File: src/rtl/alu_definitions.sv
// Shared ALU definitions: opcode encoding, response-slot states and sizing limits.
package alu_definitions;

  localparam int NUM_REQ_MAX = 8;

  typedef enum logic [2:0] {
    OP_ADD = 3'd0,
    OP_SUB = 3'd1,
    OP_AND = 3'd2,
    OP_OR  = 3'd3,
    OP_XOR = 3'd4,
    OP_NOR = 3'd5,
    OP_SLT = 3'd6,
    OP_SLL = 3'd7
  } alu_op_t;

  typedef enum logic {
    RSP_EMPTY = 1'b0,
    RSP_FULL  = 1'b1
  } arb_state_t;

endpackage

File: src/rtl/rr_arbiter.sv
// Combinational round-robin arbiter: first active request at or above ptr, wrapping.
module rr_arbiter #(
  parameter int NUM_REQ = 2,
  parameter int ID_W    = $clog2(NUM_REQ)
) (
  input  logic [NUM_REQ-1:0] req,
  input  logic [ID_W-1:0]    ptr,
  output logic [NUM_REQ-1:0] grant,
  output logic [ID_W-1:0]    grant_idx,
  output logic               grant_valid
);

  // ptr is always below NUM_REQ, so one conditional subtract implements the wrap.
  always_comb begin
    int idx;
    idx         = 0;
    grant       = '0;
    grant_idx   = '0;
    grant_valid = 1'b0;
    for (int off = 0; off < NUM_REQ; off++) begin
      idx = int'(ptr) + off;
      if (idx >= NUM_REQ) idx = idx - NUM_REQ;
      if (!grant_valid && req[idx]) begin
        grant_valid = 1'b1;
        grant[idx]  = 1'b1;
        grant_idx   = ID_W'(idx);
      end
    end
  end

endmodule

File: src/rtl/alu_rr_scheduler.sv
// Round-robin scheduler sharing one external combinational ALU between NUM_REQ
// requesters, with a single registered, tagged response slot.
import alu_definitions::*;

module alu_rr_scheduler #(
  parameter int NUM_REQ = 2,
  parameter int DATA_W  = 8,
  parameter int ID_W    = $clog2(NUM_REQ),
  parameter int CNT_W   = 16
) (
  input  logic                      clk,
  input  logic                      rst,
  input  logic [NUM_REQ-1:0]        req_valid,
  output logic [NUM_REQ-1:0]        req_ready,
  input  logic [NUM_REQ*3-1:0]      req_op,
  input  logic [NUM_REQ*DATA_W-1:0] req_a,
  input  logic [NUM_REQ*DATA_W-1:0] req_b,
  output logic [2:0]                alu_op,
  output logic [DATA_W-1:0]         alu_a,
  output logic [DATA_W-1:0]         alu_b,
  input  logic [DATA_W-1:0]         alu_result,
  output logic                      rsp_valid,
  input  logic                      rsp_ready,
  output logic [ID_W-1:0]           rsp_id,
  output logic [2:0]                rsp_op,
  output logic [DATA_W-1:0]         rsp_data,
  output logic [CNT_W-1:0]          ops_issued
);

  arb_state_t          state;
  logic [ID_W-1:0]     rr_ptr;
  logic [NUM_REQ-1:0]  grant;
  logic [ID_W-1:0]     grant_idx;
  logic                grant_valid;
  logic                can_accept;
  logic                transfer;
  logic [ID_W-1:0]     next_ptr;

  rr_arbiter #(
    .NUM_REQ (NUM_REQ),
    .ID_W    (ID_W)
  ) u_arb (
    .req         (req_valid),
    .ptr         (rr_ptr),
    .grant       (grant),
    .grant_idx   (grant_idx),
    .grant_valid (grant_valid)
  );

  // The slot can take a new result when empty or when it is drained this same cycle.
  assign can_accept = (state == RSP_EMPTY) || rsp_ready;
  assign req_ready  = can_accept ? grant : '0;
  assign transfer   = grant_valid && can_accept;
  assign next_ptr   = (grant_idx == ID_W'(NUM_REQ - 1)) ? '0 : grant_idx + 1'b1;

  always_comb begin
    alu_op = OP_ADD;
    alu_a  = '0;
    alu_b  = '0;
    if (grant_valid) begin
      alu_op = req_op[int'(grant_idx)*3 +: 3];
      alu_a  = req_a[int'(grant_idx)*DATA_W +: DATA_W];
      alu_b  = req_b[int'(grant_idx)*DATA_W +: DATA_W];
    end
  end

  always_ff @(posedge clk or posedge rst) begin
    if (rst) begin
      state      <= RSP_EMPTY;
      rsp_valid  <= 1'b0;
      rsp_id     <= '0;
      rsp_op     <= OP_ADD;
      rsp_data   <= '0;
      rr_ptr     <= '0;
      ops_issued <= '0;
    end else begin
      if (transfer) begin
        rsp_data   <= alu_result;
        rsp_id     <= grant_idx;
        rsp_op     <= alu_op;
        rr_ptr     <= next_ptr;
        ops_issued <= ops_issued + 1'b1;
      end
      case (state)
        RSP_EMPTY: begin
          if (transfer) begin
            state     <= RSP_FULL;
            rsp_valid <= 1'b1;
          end
        end
        RSP_FULL: begin
          if (rsp_ready && !transfer) begin
            state     <= RSP_EMPTY;
            rsp_valid <= 1'b0;
          end
        end
        default: begin
          state     <= RSP_EMPTY;
          rsp_valid <= 1'b0;
        end
      endcase
    end
  end

endmodule
File: config.mk
export PLATFORM = sky130hd
export DESIGN_NAME = alu_rr_scheduler
export DESIGN_NICKNAME = d
export VERILOG_FILES = /design/src/rtl/alu_definitions.sv /design/src/rtl/rr_arbiter.sv /design/src/rtl/alu_rr_scheduler.sv
export SDC_FILE = /design/constraint.sdc
export NUM_CORES = 1
export LEC_CHECK = 0
export BUFFER_PORTS_ARGS = -buffer_cell sky130_fd_sc_hd__buf_2
export CAP_MARGIN = 20
export CORE_MARGIN = 5
export CORE_UTILIZATION = 42
export CTS_CLUSTER_SIZE = 28
export DETAILED_ROUTE_END_ITERATION = 10
export PLACE_DENSITY = 0.85
export SETUP_SLACK_MARGIN = 0.2
export SYNTH_ARGS = -nofsm -noshare
export SYNTH_HDL_FRONTEND = slang
export SYNTH_SLANG_ARGS = --single-unit
File: constraint.sdc
create_clock -name clk -period 1.6 [get_ports clk]
set_input_delay 0.08 -clock clk [delete_from_list [all_inputs] [get_ports clk]]
set_output_delay 0.08 -clock clk [all_outputs]
set_load 0.01 [all_outputs]
==> results of run 1 <==
[repair_timing]
action | CTS | global route
pin swaps | 5 | 29
hold endpoints to repair | 17 | 0
buffers inserted | 8 | 7
hold buffers | 9 | 0
cloned | 0 | 4
setup endpoints to repair | 22 | 31
resized for setup | 19 | 37
[routing by layer]
metal | vias to the layer above | global-route usage (%) | share of wire, %
met2 | 92 | 34.5 | 52
met5 | - | 0 | 0
met3 | 9 | 6.53 | 8.4
met4 | 0 | 5.64 | 1.5
li1 | 864 | - | -
met1 | 805 | 20.0 | 38
[kinds of logic after synthesis]
group           count (synthesis)  share of synthesized area [%]
simple gates                   95                           28.0
flops                          31                           49.6
compound gates                 28                           10.8
xor+xnor                       15                           8.39
buf+inv                         9                           2.48
fa+ha+maj                       1                          0.799
[registers in the layout, indices dropped and copies added (netlist names)]
name	flops
rr_ptr	1
rsp_valid	1
rsp_id	1
ops_issued	16
state	1
rsp_data	8
rsp_op	3
[Yosys cell counts (3+ instances only)]
cell       n
buf_2      4
dfrtp_1   31
nand2_1   68
nand4_1    4
a22o_1     6
clkbuf_1   4
xnor2_1   12
xor2_1     3
and3_1     3
nand3_1    6
o21ai_0   16
[through the flow]
step                      instances  hold WS (ps)  setup slack (ps)
final                           361          85.0              70.7
after global routing            361           101              8.22
after CTS                       350          76.7              93.0
after detailed placement        326          85.1               147
after global placement          326          88.8               198
after floorplan                 179           184               235
[worst max-delay path by stage]
stage                             from  endpoint  slack [ps]  depth (start not counted)
floorplan           rr_ptr$_DFFE_PP0P_  alu_a[3]         240                          5
global placement    rr_ptr$_DFFE_PP0P_  alu_a[4]         200                          5
detailed placement  rr_ptr$_DFFE_PP0P_  alu_a[1]         150                          6
CTS                 rr_ptr$_DFFE_PP0P_  alu_a[4]          90                          5
global route        rr_ptr$_DFFE_PP0P_  alu_b[5]           8                          5
finish              rr_ptr$_DFFE_PP0P_  alu_b[0]          70                          5
[critical path: cells and delay by family (launching register included)]
family                 cells  cell delay [ps]
DFF                        1              380
buffers and inverters      2              290
and+or+nand+nor            2              350
AOI/OAI and AO/OA          1              130
[cell type report]
cell class                 count  area (um2)
fill                         266         980
multi-input combinational    140         890
timing repair buffer         134         837
sequential                    31         776
clock buffer                   6        82.6
tap                           48        60.1
clock inverter                 1        5.00
inverter                       1        3.75
[power by group through the flow]
stage	Sequential [uW]	Clock [uW]	Combinational [uW]
6_report	1070	605	980
5_1_grt	1080	664	1070
4_1_cts	1060	623	840
3_5_place_dp	1080	0	711
3_3_place_gp	1070	0	700
2_1_floorplan	1120	0	325
==> impl_metrics.json, run 1 <==
{
  "start_util_pct": 43.1,
  "grt_first_pass_wirelength_mm": 7.45,
  "layout_commonest_cell": "buf_2",
  "cts_made_buffers": 5,
  "clk_latency_ps": 280,
  "mostFrequentLayoutCells": "buf_2 (100), nand2_1 (58), dfrtp_1 (31)",
  "rsz0062_at_grt": "yes",
  "portBuffers": 100,
  "ys_top_cells_by_area": "dfrtp_1 (50%), nand2_1 (16%), xnor2_1 (6.7%), o21ai_0 (5.1%), a22o_1 (3.4%)",
  "detail_route.vias_per_cell": 4.90,
  "synth_cells": 179,
  "p_sw_uw": 892,
  "yosys_warnings": 0,
  "clockRootBuffer": "clkbuf_8",
  "grt_max_degree": 24,
  "antenna_found_initial": 0,
  "power_density_nw_per_um2": 999,
  "die_h_um": 71.0,
  "firstDrtPassIters": 4,
  "worst_path_largest_cell_delay_ps": 380,
  "rr_startpoint": "state$_DFF_PP0_",
  "areaGrowthSynthToFinish_pct": 69.5,
  "synth.top_cell.area_share_pct": 49.6,
  "reg2reg_to": "ops_issued[15]$_DFFE_PP0P_",
  "ff2ff_setup_slack_ps": 170,
  "p_leak_uw": 0.00145,
  "finalSetupViolations": 0,
  "worstMarginPinSlew_ps": 401,
  "postLayoutCellArea_um2": 2650,
  "cp.required_ps": 1520,
  "fin_util_pct": 73.0,
  "cts_tree": "yes",
  "syn_nets": 231,
  "async_reset_ff_share_pct": 100,
  "drive_gt1_share_pct": 53.0,
  "sw_frac_of_total_pct": 33.6,
  "nNetsFinal": 365,
  "fin_tns_setup_ps": 0,
  "drv_cap": 0,
  "sequentialPowerShare_pct": 40.2,
  "hp-start": "rsp_ready",
  "min_path_type": "primary input to register",
  "fp.dieW_um": 71.0,
  "outcome": "complete, no violations",
  "power.total_uw": 2650,
  "grtUsageTotal_pct": 18.8,
  "drc": 0,
  "routedWlPerCell_um": 13.8,
  "grt_pass1_vias": 1729,
  "crit_fanout": 6,
  "netlist_area_um2": 1570,
  "critPathArrivalTime_ps": 1450,
  "io_pins": 101,
  "routabilityCongestion": 0.815,
  "dieArea_um2": 5050,
  "placedInstanceArea_um2": 2160,
  "min_to": "rsp_valid$_DFFE_PP0P_",
  "htree_levels": 2,
  "finalHoldViolCount": 0,
  "p_clk_share_pct": 22.8,
  "grt.overflow.total": 0,
  "clk_pin_slew_ps": 60,
  "coreArea_um2": 3630,
  "dp_hpwl_mm": 3.38,
  "worstRegToRegCells": 5,
  "power.internal_uw": 1760,
  "synth-edff-count": 0,
  "vias": 1770,
  "period_needed_ps": 1530,
  "antenna_cells": 0,
  "ys_ff_latch": 31,
  "synth_cell_types": 26,
  "clockBufferDepth": 2,
  "synth_top_area_cell": "dfrtp_1",
  "cp_slowest_cell": "dfrtp_1",
  "crit_chain": "nand2b_4, and2_4, buf_4, o21ai_2, buf_2",
  "ant_nets": 0,
  "drt-total-wl_mm": 4.97,
  "irDropWorstVdd_mv": 0.533,
  "drt_iter0_markers": 94,
  "synth_area_per_cell_um2": 8.74,
  "fin_crit_sh_pct": 95.6,
  "ys_seq_area_share_pct": 49.6,
  "rows": 22,
  "drv_slew": 0,
  "synth_top_flop_cell": "dfrtp_1",
  "cts_sinks": 31,
  "max_freq_ghz": 0.654,
  "fin_skew_ps": 3.78,
  "pwr-share-comb_pct": 37.0,
  "worst_setup_path_start_kind": "register",
  "hold_depth": 4,
  "cp-end-kind": "primary output",
  "slew_headroom_pct": 73.2,
  "crit_type": "register to primary output"
}
Note: power is estimated with default switching activity, not from simulation.
==> inputs of run 2 (changes only) <==
Settings changed: BUFFER_PORTS_ARGS -buffer_cell sky130_fd_sc_hd__buf_2 to -buffer_cell sky130_fd_sc_hd__clkbuf_2.
==> run 2 against run 1 <==
Net effect: routed wire length shrank 5.3%; clock skew up 3.0 ps; global-route usage fell by 0.88 points; die area unchanged; first-iteration DRC count grew 27%; fmax is 0.26% lower; largest cell class unchanged; setup slack worse by 4.0 ps; largest power group unchanged; via count shrank 2.9%; sequential share of layout area is 0.49 points higher; cell count down 3.0%.
==> impl_metrics.json, run 2 (same netlist as run 1, synthesis figures left out) <==
{
  "outcome": "complete, no violations",
  "finalHoldViolCount": 0,
  "period_needed_ps": 1530,
  "p_sw_uw": 883,
  "antenna_found_initial": 0,
  "dp_hpwl_mm": 3.33,
  "grtUsageTotal_pct": 17.9,
  "coreArea_um2": 3630,
  "rows": 22,
  "layout_commonest_cell": "clkbuf_2",
  "cp.required_ps": 1520,
  "final_cells": 350,
  "firstDrtPassIters": 4,
  "clockBufferDepth": 2,
  "drc": 0,
  "p_leak_uw": 0.00140,
  "fin_skew_ps": 6.75,
  "largest_register_ffs": 16,
  "crit_fanout": 5,
  "power.total_uw": 2770,
  "p_clk_share_pct": 28.2,
  "fin_crit_sh_pct": 95.8,
  "crit_type": "register to primary output",
  "htree_levels": 2,
  "clk_latency_ps": 280,
  "detail_route.vias_per_cell": 4.91,
  "ant_nets": 0,
  "nNetsFinal": 353,
  "max_freq_ghz": 0.652,
  "timing.hold.ws_ps": 11.1,
  "clockRootBuffer": "clkbuf_8",
  "irDropWorstVdd_mv": 0.472,
  "routedWlPerCell_um": 13.4,
  "start_util_pct": 43.1,
  "grt_first_pass_wirelength_mm": 7.26,
  "portBuffers": 100,
  "drt_iter0_markers": 119,
  "mostFrequentLayoutCells": "clkbuf_2 (84), nand2_1 (53), dfrtp_1 (31)",
  "fp.dieW_um": 71.0,
  "min_path_type": "primary input to register",
  "power_density_nw_per_um2": 1060,
  "grt_pass1_vias": 1706,
  "cts_tree": "yes",
  "pwr-share-comb_pct": 33.0,
  "sw_frac_of_total_pct": 31.9,
  "cp-end-kind": "primary output",
  "rsz0062_at_grt": "yes",
  "dp.cells": 325,
  "drv_cap": 0,
  "vias": 1719,
  "routabilityCongestion": 0.768,
  "slew_headroom_pct": 32.6,
  "drive_gt1_share_pct": 54.3,
  "dieArea_um2": 5050,
  "sequentialPowerShare_pct": 38.8,
  "drt-total-wl_mm": 4.71,
  "areaGrowthSynthToFinish_pct": 66.7,
  "finalSetupViolations": 0,
  "power.internal_uw": 1890,
  "top_register": "ops_issued",
  "antenna_cells": 0,
  "cts_made_buffers": 5,
  "largestRegisters": "ops_issued x16, rsp_data x8, rsp_op x3",
  "grt.overflow.total": 0,
  "worst_setup_path_start_kind": "register",
  "drv_slew": 0,
  "critPathArrivalTime_ps": 1450,
  "die_h_um": 71.0,
  "worstMarginPinSlew_ps": 1000,
  "io_pins": 101,
  "clk_pin_slew_ps": 60,
  "grt_max_degree": 32,
  "cts_sinks": 31
}
run 2: changes by cell type in the layout (fill, tap and decap cells not counted), moves of 2 or more:
cell / change
nand2_4: -3
nand3_2: +2
nand2_2: +8
nand3_1: -2
buf_4: -10
nand2_1: -5
dlygate4sd3_1: -2
buf_2: -84
clkbuf_2: +84
run 2: path summary, 6_finish.rpt:
check,to,startpoint,cells after the start,slack (ps)
max in group asynchronous,ops_issued[4]$_DFFE_PP0P_,rst,4,880
worst max-delay path,alu_b[4],rr_ptr$_DFFE_PP0P_,5,70
worst max register to register,ops_issued[10]$_DFFE_PP0P_,state$_DFF_PP0_,5,230
min in group asynchronous,ops_issued[12]$_DFFE_PP0P_,rst,4,440
worst min-delay path,rsp_data[4]$_DFFE_PP0P_,alu_result[4],3,10
worst min register to register,rsp_valid$_DFFE_PP0P_,state$_DFF_PP0_,1,480
run 2: worst max-delay path: stages, from the launching register on:
cell and delay (ps):
dfrtp_1 400, nand2b_4 150, and2_4 210, clkbuf_16 170
o21ai_2 110, buf_2 140
run 2: timing repair:
item	4_1_cts	5_1_grt
gates resized for setup	28	52
hold endpoints to repair	37	0
gates cloned	1	4
pin swaps	0	17
hold buffers	7	0
endpoints found under the setup margin	20	38
setup buffers	1	4
run 2: power groups by stage:
stage / combinational (uW) / sequential, uW / clock [uW]
after global placement: 688 / 1080 / 0
final: 915 / 1070 / 780
after detailed placement: 706 / 1080 / 0
after global routing: 1010 / 1090 / 837
after floorplan: 325 / 1120 / 0
after CTS: 783 / 1070 / 802
run 2: per-stage QoR:
step	TNS [ps]	cell area [um2]	util (%)	worst slack (ps)
global route	-6.89	2610	71.8	-6.89
floorplan	0	1570	-	235
CTS	0	2400	66.0	78.3
detailed placement	0	2140	58.8	206
finish	0	2610	71.8	66.7
global placement	0	2140	58.8	237
run 2: per-layer routing:
layer | routed length [um] | vias to the layer above | global-route usage, %
met2 | 2380 | 89 | 31.8
met5 | 0 | - | 0
met3 | 419 | 8 | 5.54
met1 | 1840 | 783 | 20.2
met4 | 70 | 0 | 5.85
li1 | - | 839 | -
run 2: final cells by class:
type,count,area (um2)
inverters,1,3.75
fillers,263,1020
well taps,48,60.1
clock buffers,6,82.6
multi-input cells,140,895
clock inverters,2,35.0
flip-flops and latches,31,776
repair buffers,122,758
